## config.mk

```make
export PLATFORM = sky130hd
export DESIGN_NAME = sprite_layer_renderer
export DESIGN_NICKNAME = d
export VERILOG_FILES = /design/src/rtl/sprite_layer_renderer.sv
export SDC_FILE = /design/constraint.sdc
export NUM_CORES = 1
export LEC_CHECK = 0
export CORE_MARGIN = 2
export CORE_UTILIZATION = 40
export CTS_CLUSTER_DIAMETER = 120
export DETAILED_ROUTE_END_ITERATION = 10
export PLACE_DENSITY = 0.73
export SLEW_MARGIN = 25
export SYNTH_ARGS = -nofsm -noshare
export SYNTH_HDL_FRONTEND = slang
export SYNTH_SLANG_ARGS = --single-unit
```

## constraint.sdc

```tcl
create_clock -name vga_clk -period 7 [get_ports vga_clk]
set_clock_uncertainty 0.2 [all_clocks]
set_input_delay 1.4 -clock vga_clk [delete_from_list [all_inputs] [get_ports vga_clk]]
set_output_delay 1.4 -clock vga_clk [all_outputs]
set_load 0.02 [all_outputs]
```

## src/rtl/sprite_layer_renderer.sv

```systemverilog
// Sprite layer: maps the scan position to a sprite-ROM address with a runtime integer scale,
// then composites the palette colour over a background stream. Position, scale and enable are
// shadowed once per frame. Address generation uses counters only; three-stage pipeline.
module sprite_layer_renderer #(
   parameter int unsigned SCREEN_W        = 640,
   parameter int unsigned SCREEN_H        = 480,
   parameter int unsigned SPR_W           = 128,
   parameter int unsigned SPR_H           = 128,
   parameter int unsigned IDX_W           = 4,
   parameter int unsigned COLOR_W         = 4,
   parameter int unsigned MAX_SCALE       = 4,
   parameter int unsigned TRANSPARENT_IDX = 0,
   parameter int unsigned ADDR_W          = $clog2(SPR_W * SPR_H)
) (
   input  logic                           vga_clk,
   input  logic                           reset,
   input  logic [9:0]                     DrawX,
   input  logic [9:0]                     DrawY,
   input  logic                           blank,
   input  logic [9:0]                     pos_x,
   input  logic [9:0]                     pos_y,
   input  logic [$clog2(MAX_SCALE+1)-1:0] scale,
   input  logic                           sprite_en,
   input  logic [COLOR_W-1:0]             bg_red,
   input  logic [COLOR_W-1:0]             bg_green,
   input  logic [COLOR_W-1:0]             bg_blue,
   output logic [ADDR_W-1:0]              rom_addr,
   input  logic [IDX_W-1:0]               rom_q,
   output logic [IDX_W-1:0]               pal_index,
   input  logic [COLOR_W-1:0]             pal_red,
   input  logic [COLOR_W-1:0]             pal_green,
   input  logic [COLOR_W-1:0]             pal_blue,
   output logic [COLOR_W-1:0]             red,
   output logic [COLOR_W-1:0]             green,
   output logic [COLOR_W-1:0]             blue,
   output logic                           sprite_hit
);

   localparam int unsigned SC_W = $clog2(MAX_SCALE + 1);
   localparam int unsigned CX_W = $clog2(SPR_W + 1);
   localparam int unsigned CY_W = $clog2(SPR_H + 1);
   localparam int unsigned RB_W = $clog2(SPR_W * SPR_H + 1);

   localparam logic [9:0]       SCR_W     = 10'(SCREEN_W);
   localparam logic [9:0]       LOAD_Y    = 10'(SCREEN_H);
   localparam logic [SC_W-1:0]  SCALE_MAX = SC_W'(MAX_SCALE);
   localparam logic [CX_W-1:0]  COL_END   = CX_W'(SPR_W);
   localparam logic [CY_W-1:0]  ROW_END   = CY_W'(SPR_H);
   localparam logic [RB_W-1:0]  ROW_STEP  = RB_W'(SPR_W);
   localparam logic [IDX_W-1:0] CLEAR_IDX = IDX_W'(TRANSPARENT_IDX);

   // Per-frame shadow state
   logic            load;
   logic [9:0]      pos_x_s_q, pos_x_s_d;
   logic [9:0]      pos_y_s_q, pos_y_s_d;
   logic [SC_W-1:0] scale_s_q, scale_s_d;
   logic [SC_W-1:0] scale_clamp;
   logic [SC_W-1:0] scale_m1;
   logic            en_s_q, en_s_d;

   // Column counters (texel column and sub-pixel within a texel)
   logic [CX_W-1:0] col_q, col_d, col_cur;
   logic [SC_W-1:0] csub_q, csub_d, csub_cur;

   // Row counters; rbase tracks row * SPR_W so no multiplier is needed
   logic [9:0]      line_q, line_d;
   logic [CY_W-1:0] row_q, row_d, row_cur;
   logic [SC_W-1:0] rsub_q, rsub_d, rsub_cur;
   logic [RB_W-1:0] rbase_q, rbase_d, rbase_cur;

   logic              inside_c;
   logic [ADDR_W-1:0] addr_c;

   // Pipeline stages
   logic [ADDR_W-1:0]  rom_addr_q;
   logic               in1_q, blank1_q;
   logic [COLOR_W-1:0] bg_r1_q, bg_g1_q, bg_b1_q;
   logic               in2_q, blank2_q;
   logic [COLOR_W-1:0] bg_r2_q, bg_g2_q, bg_b2_q;
   logic [COLOR_W-1:0] red_q, red_d, green_q, green_d, blue_q, blue_d;
   logic               hit_q, hit_d;

   assign load     = (DrawY == LOAD_Y) && (DrawX == 10'd0);
   assign scale_m1 = scale_s_q - SC_W'(1);

   // Clamp the requested scale into 1..MAX_SCALE
   always_comb begin
      scale_clamp = scale;
      if (scale == '0) begin
         scale_clamp = SC_W'(1);
      end else if (scale > SCALE_MAX) begin
         scale_clamp = SCALE_MAX;
      end
   end

   // Shadow registers capture the requested settings once per frame, in vertical blanking
   always_comb begin
      pos_x_s_d = pos_x_s_q;
      pos_y_s_d = pos_y_s_q;
      scale_s_d = scale_s_q;
      en_s_d    = en_s_q;
      if (load) begin
         pos_x_s_d = pos_x;
         pos_y_s_d = pos_y;
         scale_s_d = scale_clamp;
         en_s_d    = sprite_en;
      end
   end

   // Shadow register state
   always_ff @(posedge vga_clk or posedge reset) begin
      if (reset) begin
         pos_x_s_q <= '0;
         pos_y_s_q <= '0;
         scale_s_q <= SC_W'(1);
         en_s_q    <= 1'b0;
      end else begin
         pos_x_s_q <= pos_x_s_d;
         pos_y_s_q <= pos_y_s_d;
         scale_s_q <= scale_s_d;
         en_s_q    <= en_s_d;
      end
   end

   // Column counters: value for this pixel, then step to the next pixel of the line
   always_comb begin
      col_cur  = col_q;
      csub_cur = csub_q;
      if (DrawX == pos_x_s_q) begin
         col_cur  = '0;
         csub_cur = '0;
      end
      col_d  = col_cur;
      csub_d = csub_cur + SC_W'(1);
      // >= rather than == so stale sub-counts after a scale change still wrap
      if (csub_cur >= scale_m1) begin
         csub_d = '0;
         if (col_cur != COL_END) begin
            col_d = col_cur + CX_W'(1);
         end
      end
   end

   // Row counters advance once, on the first pixel of each new line
   always_comb begin
      line_d    = DrawY;
      row_cur   = row_q;
      rsub_cur  = rsub_q;
      rbase_cur = rbase_q;
      if (DrawY != line_q) begin
         if (DrawY == pos_y_s_q) begin
            row_cur   = '0;
            rsub_cur  = '0;
            rbase_cur = '0;
         end else if (rsub_q >= scale_m1) begin
            rsub_cur = '0;
            if (row_q != ROW_END) begin
               row_cur   = row_q + CY_W'(1);
               rbase_cur = rbase_q + ROW_STEP;
            end
         end else begin
            rsub_cur = rsub_q + SC_W'(1);
         end
      end
      row_d   = row_cur;
      rsub_d  = rsub_cur;
      rbase_d = rbase_cur;
   end

   // Counter state
   always_ff @(posedge vga_clk or posedge reset) begin
      if (reset) begin
         col_q   <= '0;
         csub_q  <= '0;
         line_q  <= '0;
         row_q   <= '0;
         rsub_q  <= '0;
         rbase_q <= '0;
      end else begin
         col_q   <= col_d;
         csub_q  <= csub_d;
         line_q  <= line_d;
         row_q   <= row_d;
         rsub_q  <= rsub_d;
         rbase_q <= rbase_d;
      end
   end

   // Sprite box test and texel address; the >= compares give the dx, dy >= 0 half of the box
   always_comb begin
      inside_c = en_s_q && (DrawX >= pos_x_s_q) && (DrawY >= pos_y_s_q) &&
                 (col_cur < COL_END) && (row_cur < ROW_END) &&
                 (DrawX < SCR_W) && (DrawY < LOAD_Y);
      addr_c = '0;
      if (inside_c) begin
         addr_c = ADDR_W'(rbase_cur) + ADDR_W'(col_cur);
      end
   end

   // Stages 1 and 2: ROM address, then delay flags and background to meet rom_q
   always_ff @(posedge vga_clk or posedge reset) begin
      if (reset) begin
         rom_addr_q <= '0;
         in1_q      <= 1'b0;
         blank1_q   <= 1'b0;
         bg_r1_q    <= '0;
         bg_g1_q    <= '0;
         bg_b1_q    <= '0;
         in2_q      <= 1'b0;
         blank2_q   <= 1'b0;
         bg_r2_q    <= '0;
         bg_g2_q    <= '0;
         bg_b2_q    <= '0;
      end else begin
         rom_addr_q <= addr_c;
         in1_q      <= inside_c;
         blank1_q   <= blank;
         bg_r1_q    <= bg_red;
         bg_g1_q    <= bg_green;
         bg_b1_q    <= bg_blue;
         in2_q      <= in1_q;
         blank2_q   <= blank1_q;
         bg_r2_q    <= bg_r1_q;
         bg_g2_q    <= bg_g1_q;
         bg_b2_q    <= bg_b1_q;
      end
   end

   // Stage 3 compositing: blanking forces black, opaque sprite texels win over background
   always_comb begin
      red_d   = '0;
      green_d = '0;
      blue_d  = '0;
      hit_d   = 1'b0;
      if (blank2_q) begin
         if (in2_q && (rom_q != CLEAR_IDX)) begin
            red_d   = pal_red;
            green_d = pal_green;
            blue_d  = pal_blue;
            hit_d   = 1'b1;
         end else begin
            red_d   = bg_r2_q;
            green_d = bg_g2_q;
            blue_d  = bg_b2_q;
         end
      end
   end

   // Output registers
   always_ff @(posedge vga_clk or posedge reset) begin
      if (reset) begin
         red_q   <= '0;
         green_q <= '0;
         blue_q  <= '0;
         hit_q   <= 1'b0;
      end else begin
         red_q   <= red_d;
         green_q <= green_d;
         blue_q  <= blue_d;
         hit_q   <= hit_d;
      end
   end

   assign rom_addr   = rom_addr_q;
   assign pal_index  = rom_q;
   assign red        = red_q;
   assign green      = green_q;
   assign blue       = blue_q;
   assign sprite_hit = hit_q;

endmodule

```

### Word-level counts from Yosys, hierarchy flattened

Cells that the tools add are included.

| word-level totals | value |
|---|---|
| register bits after elaboration | 126 |
| input bits | 75 |
| output and inout port bits | 31 |
| logic and storage cells | 88 |

| cells by class | value |
|---|---|
| add/sub/neg operators | 7 |
| $lt $le $gt $ge | 9 |
| eq/ne operators | 6 |
| multiplexer cells | 26 |
| reductions and logical operators | 14 |

Operators with widths:

| kind | count |
|---|---|
| 8-bit two-way mux | 7 |
| 15-bit two-way mux | 3 |
| 14-bit two-way mux | 2 |
| 4-bit two-way mux | 6 |
| 10-bit == test | 2 |
| 10-bit greater-or-equal comparator | 2 |
| 3-bit two-way mux | 6 |
| 8-bit by 1-bit adder with 8-bit output, second input constant | 2 |
| 8-bit less-than comparator, second input constant | 2 |
| 8-bit != test, second input constant | 2 |
| 15-bit by 8-bit adder with 15-bit output, second input constant | 1 |
| 14-bit by 8-bit adder with 14-bit output | 1 |
| 10-bit by 9-bit == test with 1-bit output, second input constant | 1 |
| 10-bit logical NOT | 1 |
| 10-bit less-than comparator, second input constant | 1 |
| 10-bit by 9-bit less-than comparator with 1-bit output, second input constant | 1 |
| 10-bit != test | 1 |
| 1-bit logical AND | 8 |
| 3-bit by 1-bit adder with 3-bit output, second input constant | 2 |
| 3-bit greater-or-equal comparator | 2 |
| 2-bit nonzero test | 2 |
| 4-bit nonzero test | 1 |
| 3-bit > comparator, second input constant | 1 |
| 3-bit logical NOT | 1 |
| other kinds (3) | 4 |

### Logic depth before layout (Yosys ltp)

| depth | value |
|---|---|
| depth after elaboration | 10 |
| gate-level depth with buffers | 18 |
| depth with buffers taken out | 16 |

### Worst setup path before layout

No wires, ideal clock.

| timing | value |
|---|---|
| path kind | input-to-reg |
| start | in DrawY[2] |
| end | reg rom_addr_q[12], in the netlist rom_addr[12] |
| setup time | 124 ps |
| arrival | 4,548 ps |
| required time | 6,676 ps |
| slack | 2,129 ps |
| stages on the path | 15 |
| buffers on the path | 2 |
| cells stage by stage | ha_1 > nand4_1 > or3_1 > clkbuf_1 > a31oi_1 > clkbuf_1 > nor2b_1 > ha_1 > nor2b_1 > o21ai_0 > a21oi_1 > o21ai_0 > a21oi_1 > nand4b_1 > mux2i_1 |

| between the ends | value |
|---|---|
| elaborated cells on any way between the ends | 16 |
| classes of those cells | 1 x add/sub; 3 x order compare; 2 x eq/ne; 5 x mux; 5 x reduce/logical |

RTL lines:

| element | line | source |
|---|---|---|
| start: declaration | 18 | `input logic [9:0] DrawY,` |
| 10-bit == test | 151 | `if (DrawY == pos_y_s_q) begin` |
| 15-bit two-way mux | 151 |  |
| 14-bit two-way mux (*) | 150 | `if (DrawY != line_q) begin` |
| named net rbase_cur[2] | 69 | `logic [RB_W-1:0] rbase_q, rbase_d, rbase_cur;` |
| 14-bit by 8-bit adder with 14-bit output (*) | 196 | `addr_c = ADDR_W'(rbase_cur) + ADDR_W'(col_cur);` |
| 14-bit two-way mux (*) | 195 | `if (inside_c) begin` |
| named net addr_c[12] | 72 | `logic [ADDR_W-1:0] addr_c;` |
| end signal: assignment | 215 | `rom_addr_q <= addr_c;` |
| end: declaration | 75 | `logic [ADDR_W-1:0] rom_addr_q;` |

Mark *: on every way through the listed nets, which the timed path passes. The rest lies on a longest branch.
A chain may end at the register's enable or synchronous reset.

### Worst setup path after layout

| timing | value |
|---|---|
| start | in DrawY[0] |
| end | reg rom_addr_q[12], in the netlist rom_addr[12] |

The elaborated chain is that of the path after synthesis.

==> metrics.json <==
{
  "cts": {
    "clock_tree_from_tritoncts": "done",
    "cts_made_buffers": 17,
    "htreeDepth": 4,
    "cts_root_buffer": "clkbuf_16",
    "cts_sinks": 125,
    "postCtsSetupBuffers": 0,
    "post_cts_resize_count": 0,
    "max-clock-path-buffers": 2,
    "hold_buffers": 0,
    "clk_transition_reported_paths_ps": 60,
    "worstSkewPairLatency_ps": 420
  },
  "power": {
    "worst_ir_drop_vdd_mv": 0.187,
    "pwr_cell_area_nw_per_um2": 265,
    "internal_power_consumption_uw": 1480,
    "power_leakage_uw": 0.00351,
    "power.share.combinational": 0.190,
    "power.clock.fraction": 0.400,
    "total_switching_power_uw": 572,
    "pwr-share-seq": 0.410,
    "power.switching_fraction": 0.279
  },
  "worst_setup_path": {
    "critical_path.startpoint_type": "primary input",
    "max_stage_delay_ps": 550,
    "critical_path_maximum_fanout": 14,
    "reg2regPathDepth": 12,
    "worstReg2RegStart": "line_q[9]",
    "worstReg2RegEnd": "rom_addr[12]",
    "crit_slowest_cell": "clkdlybuf4s50_1",
    "required_ps": 7100,
    "path_class": "in2reg",
    "path_cells": "clkdlybuf4s50_1 > inv_1 > ha_1 > nand4_1 > or3_1 > a31oi_1 > buf_4 > nor2b_1 > ha_1 > inv_1 > fa_1 > nor2b_1 > o21ai_0 > a21oi_1 > o21ai_0 > a21oi_1 > nand4b_1 > mux2i_1",
    "crit_path_start": "DrawY[0]",
    "critical_path.endpoint_type": "flop",
    "register_to_register_setup_slack_ps": 2890,
    "worst_ep_arrival_time_ps": 5360
  },
  "global_route": {
    "largest_net_degree_at_the_start_of_global_routing": 91,
    "gr-total-overflow": 0,
    "grt_use_total": 0.179,
    "grt_antenna_before_repair": 0,
    "first_global_vias": 4745,
    "grt_pass1_wl_microns": 22700
  },
  "layout": {
    "fill_cells": 1234,
    "stdcell_area_sq_um": 7750,
    "nNetsFinal": 770,
    "diodes_inserted": 0,
    "layout-area-overhead-vs-synth_pct": 30.1,
    "layout-drive-gt1-share": 0.113
  },
  "synthesis": {
    "post_synth_num_cell_types": 54,
    "yosys_register_bits": 125,
    "postSynth.asyncResetShare": 1.00,
    "yosysSeqAreaShare": 0.525,
    "synth_fp_nets": 659,
    "biggest_area_contributors_in_the_synthesized_netlist": "dfrtp_1 52%, ha_1 8.8%, mux2_2 4.5%, nand2_1 2.8%, inv_1 2.5%",
    "top_flip_flop_cell_by_instance_count_after_synthesis": "dfrtp_1",
    "syn-mean-instance-area_sq_um": 11.0,
    "synth-edff-count": 0,
    "synth.yosys.warnings": 0,
    "mapped_cell_area_sq_um": 5960,
    "yosysTopAreaCellShare": 0.521,
    "synth.largest_area_cell": "dfrtp_1",
    "netlist_instances": 541
  },
  "die": {
    "core.rowCount": 44,
    "fp.dieArea_sq_um": 15900,
    "dieHeight_microns": 126,
    "die_x_extent_microns": 126,
    "start_util": 0.410,
    "design.core.area_sq_um": 14500,
    "ioPinCount": 106
  },
  "routing": {
    "drt_first_pass_iters": 4,
    "drc_violations_left": 0,
    "vias": 4468,
    "avgViaCountPerCell": 5.27,
    "wire_per_inst_microns": 15.6,
    "detail_route.iter0.violations": 201,
    "drt.antenna.violating_nets": 0,
    "finalWirelength_microns": 13200
  },
  "run_status": {
    "run_status": "finished clean"
  },
  "sta": {
    "final_period_utilization": 0.751,
    "unrepaired_setup_endpoints_after_global_routing": "false",
    "setup_total_negative_slack_ps": 0,
    "worst_slew_margin_rel": 0.465,
    "timing.fmax_mhz": 190,
    "report.final.setup_viol": 0,
    "layout_min_cycle_time_ps": 5260,
    "tightest_slew_ps": 803,
    "final_max_slew_viol_count": 0,
    "final-hold-violation-count": 0
  },
  "min_path": {
    "holdCritPathClass": "reg2reg",
    "min_from": "bg_g1_q[1]",
    "min_to": "bg_g2_q[1]",
    "count_of_cells_along_the_worst_hold_path": 0
  },
  "placed_design": {
    "detailed_place.area_sq_um": 7180,
    "io_buffers": 105,
    "dp_hpwl_microns": 9710,
    "place_congestion": 0.887
  },
  "run": {
    "timing.max_cap.violations": 0
  }
}
==> critical path: cells and delay by family <==
| kind | cells | cell delay [ps] |
|---|---|---|
| buf+inv | 4 | 910 |
| compound gates | 5 | 1000 |
| mux | 1 | 150 |
| simple gates | 5 | 970 |
| fa+ha+maj | 3 | 920 |
==> power groups by stage <==
stage	Combinational (uW)	Sequential, uW	Clock [uW]
6_report	390	842	822
4_1_cts	389	840	842
2_1_floorplan	258	841	0
3_3_place_gp	366	847	0
3_5_place_dp	387	851	0
5_1_grt	445	850	873
==> state kept, by name (all words and copies together), names as in the netlist, 8 cells and up <==
signal     flops
pos_y_s_q     10
rbase_q       14
row_q          8
line_q        10
rom_addr      14
col_q          8
pos_x_s_q     10
==> cells in the mapped netlist, types with 3 or more instances <==
master / instances
dfrtp_1: 124
nand2_1: 45
ha_1: 42
inv_1: 40
nor2_1: 26
o21ai_0: 26
mux2_2: 24
a21oi_1: 20
nand3_1: 17
xor2_1: 14
nor2b_1: 13
a21boi_0: 12
a21o_1: 10
nand4_1: 10
nor3_1: 10
nor4_1: 9
xnor2_1: 9
clkbuf_1: 8
and3_1: 7
and2_2: 6
nand2b_1: 6
o21a_1: 5
a31oi_1: 4
buf_4: 4
o31ai_1: 4
or3_1: 4
a221oi_1: 3
nand3b_1: 3
or4_1: 3
==> layout make-up <==
type,instances,area (sq um),share of cell area
Clock buffer,24,492,0.0634
Sequential cell,125,3130,0.404
Inverter,40,155,0.0200
Multi-Input combinational cell,360,2610,0.337
Tap cell,184,230,0.0297
Timing Repair Buffer,108,1070,0.138
Clock inverter,7,62.6,0.00807
==> metal layers <==
layer	part of all wire	GRT usage	routed length, microns
met5	0	0	0
met4	0.029	0.0834	378
met3	0.061	0.0531	810
met2	0.48	0.295	6310
met1	0.43	0.216	5740
==> metrics by stage <==
step / cells / hold WS (ps) / setup WS, ps / util / power (uW)
floorplan: 541 / 131 / 2070 / - / 1100
global placement: 817 / 132 / 1530 / 0.494 / 1210
detailed placement: 817 / 135 / 1320 / 0.494 / 1240
CTS: 848 / 148 / 1770 / 0.532 / 2070
global route: 848 / 155 / 1320 / 0.533 / 2170
finish: 848 / 143 / 1740 / 0.533 / 2050
==> worst max path at each step <==
stage / to / slack (ps) / depth (start not counted)
2_1_floorplan: bg_b1_q[0] / 2070 / 1
6_report: rom_addr[12] / 1740 / 18
3_5_place_dp: rom_addr[12] / 1320 / 13
5_1_grt: rom_addr[12] / 1320 / 13
3_3_place_gp: rom_addr[12] / 1530 / 13
4_1_cts: rom_addr[12] / 1770 / 13
==> logic make-up (layout without fill, tap and decap cells) <==
kind of cell               after synthesis  count (layout)  share of synthesized area
muxes                                   26              26                     0.0487
xor gates and xnor gates                23              23                     0.0338
buffers and inverters                   56             179                     0.0407
DFF                                    125             125                      0.525
adders and majority gates               43              43                     0.0916
and+or+nand+nor                        170             170                      0.151
AOI/OAI and AO/OA                       98              98                      0.109
==> placed cells by master (no fill, tap or decap), drive strengths merged, types with 6 or more instances in the layout <==
cell           synthesis  layout
dfrtp                124     124
clkdlybuf4s50          0     105
nand2                 46      46
ha                    42      42
inv                   40      40
nor2                  26      26
o21ai                 26      26
mux2                  24      24
clkbuf                 8      24
a21oi                 20      20
nand3                 17      17
xor2                  14      14
nor2b                 13      13
a21boi                12      12
nor3                  12      12
a21o                  11      11
nand4                 10      10
nor4                   9       9
xnor2                  9       9
and3                   8       8
and2                   8       8
nand2b                 6       6
Power figures use the tool's default switching activity.
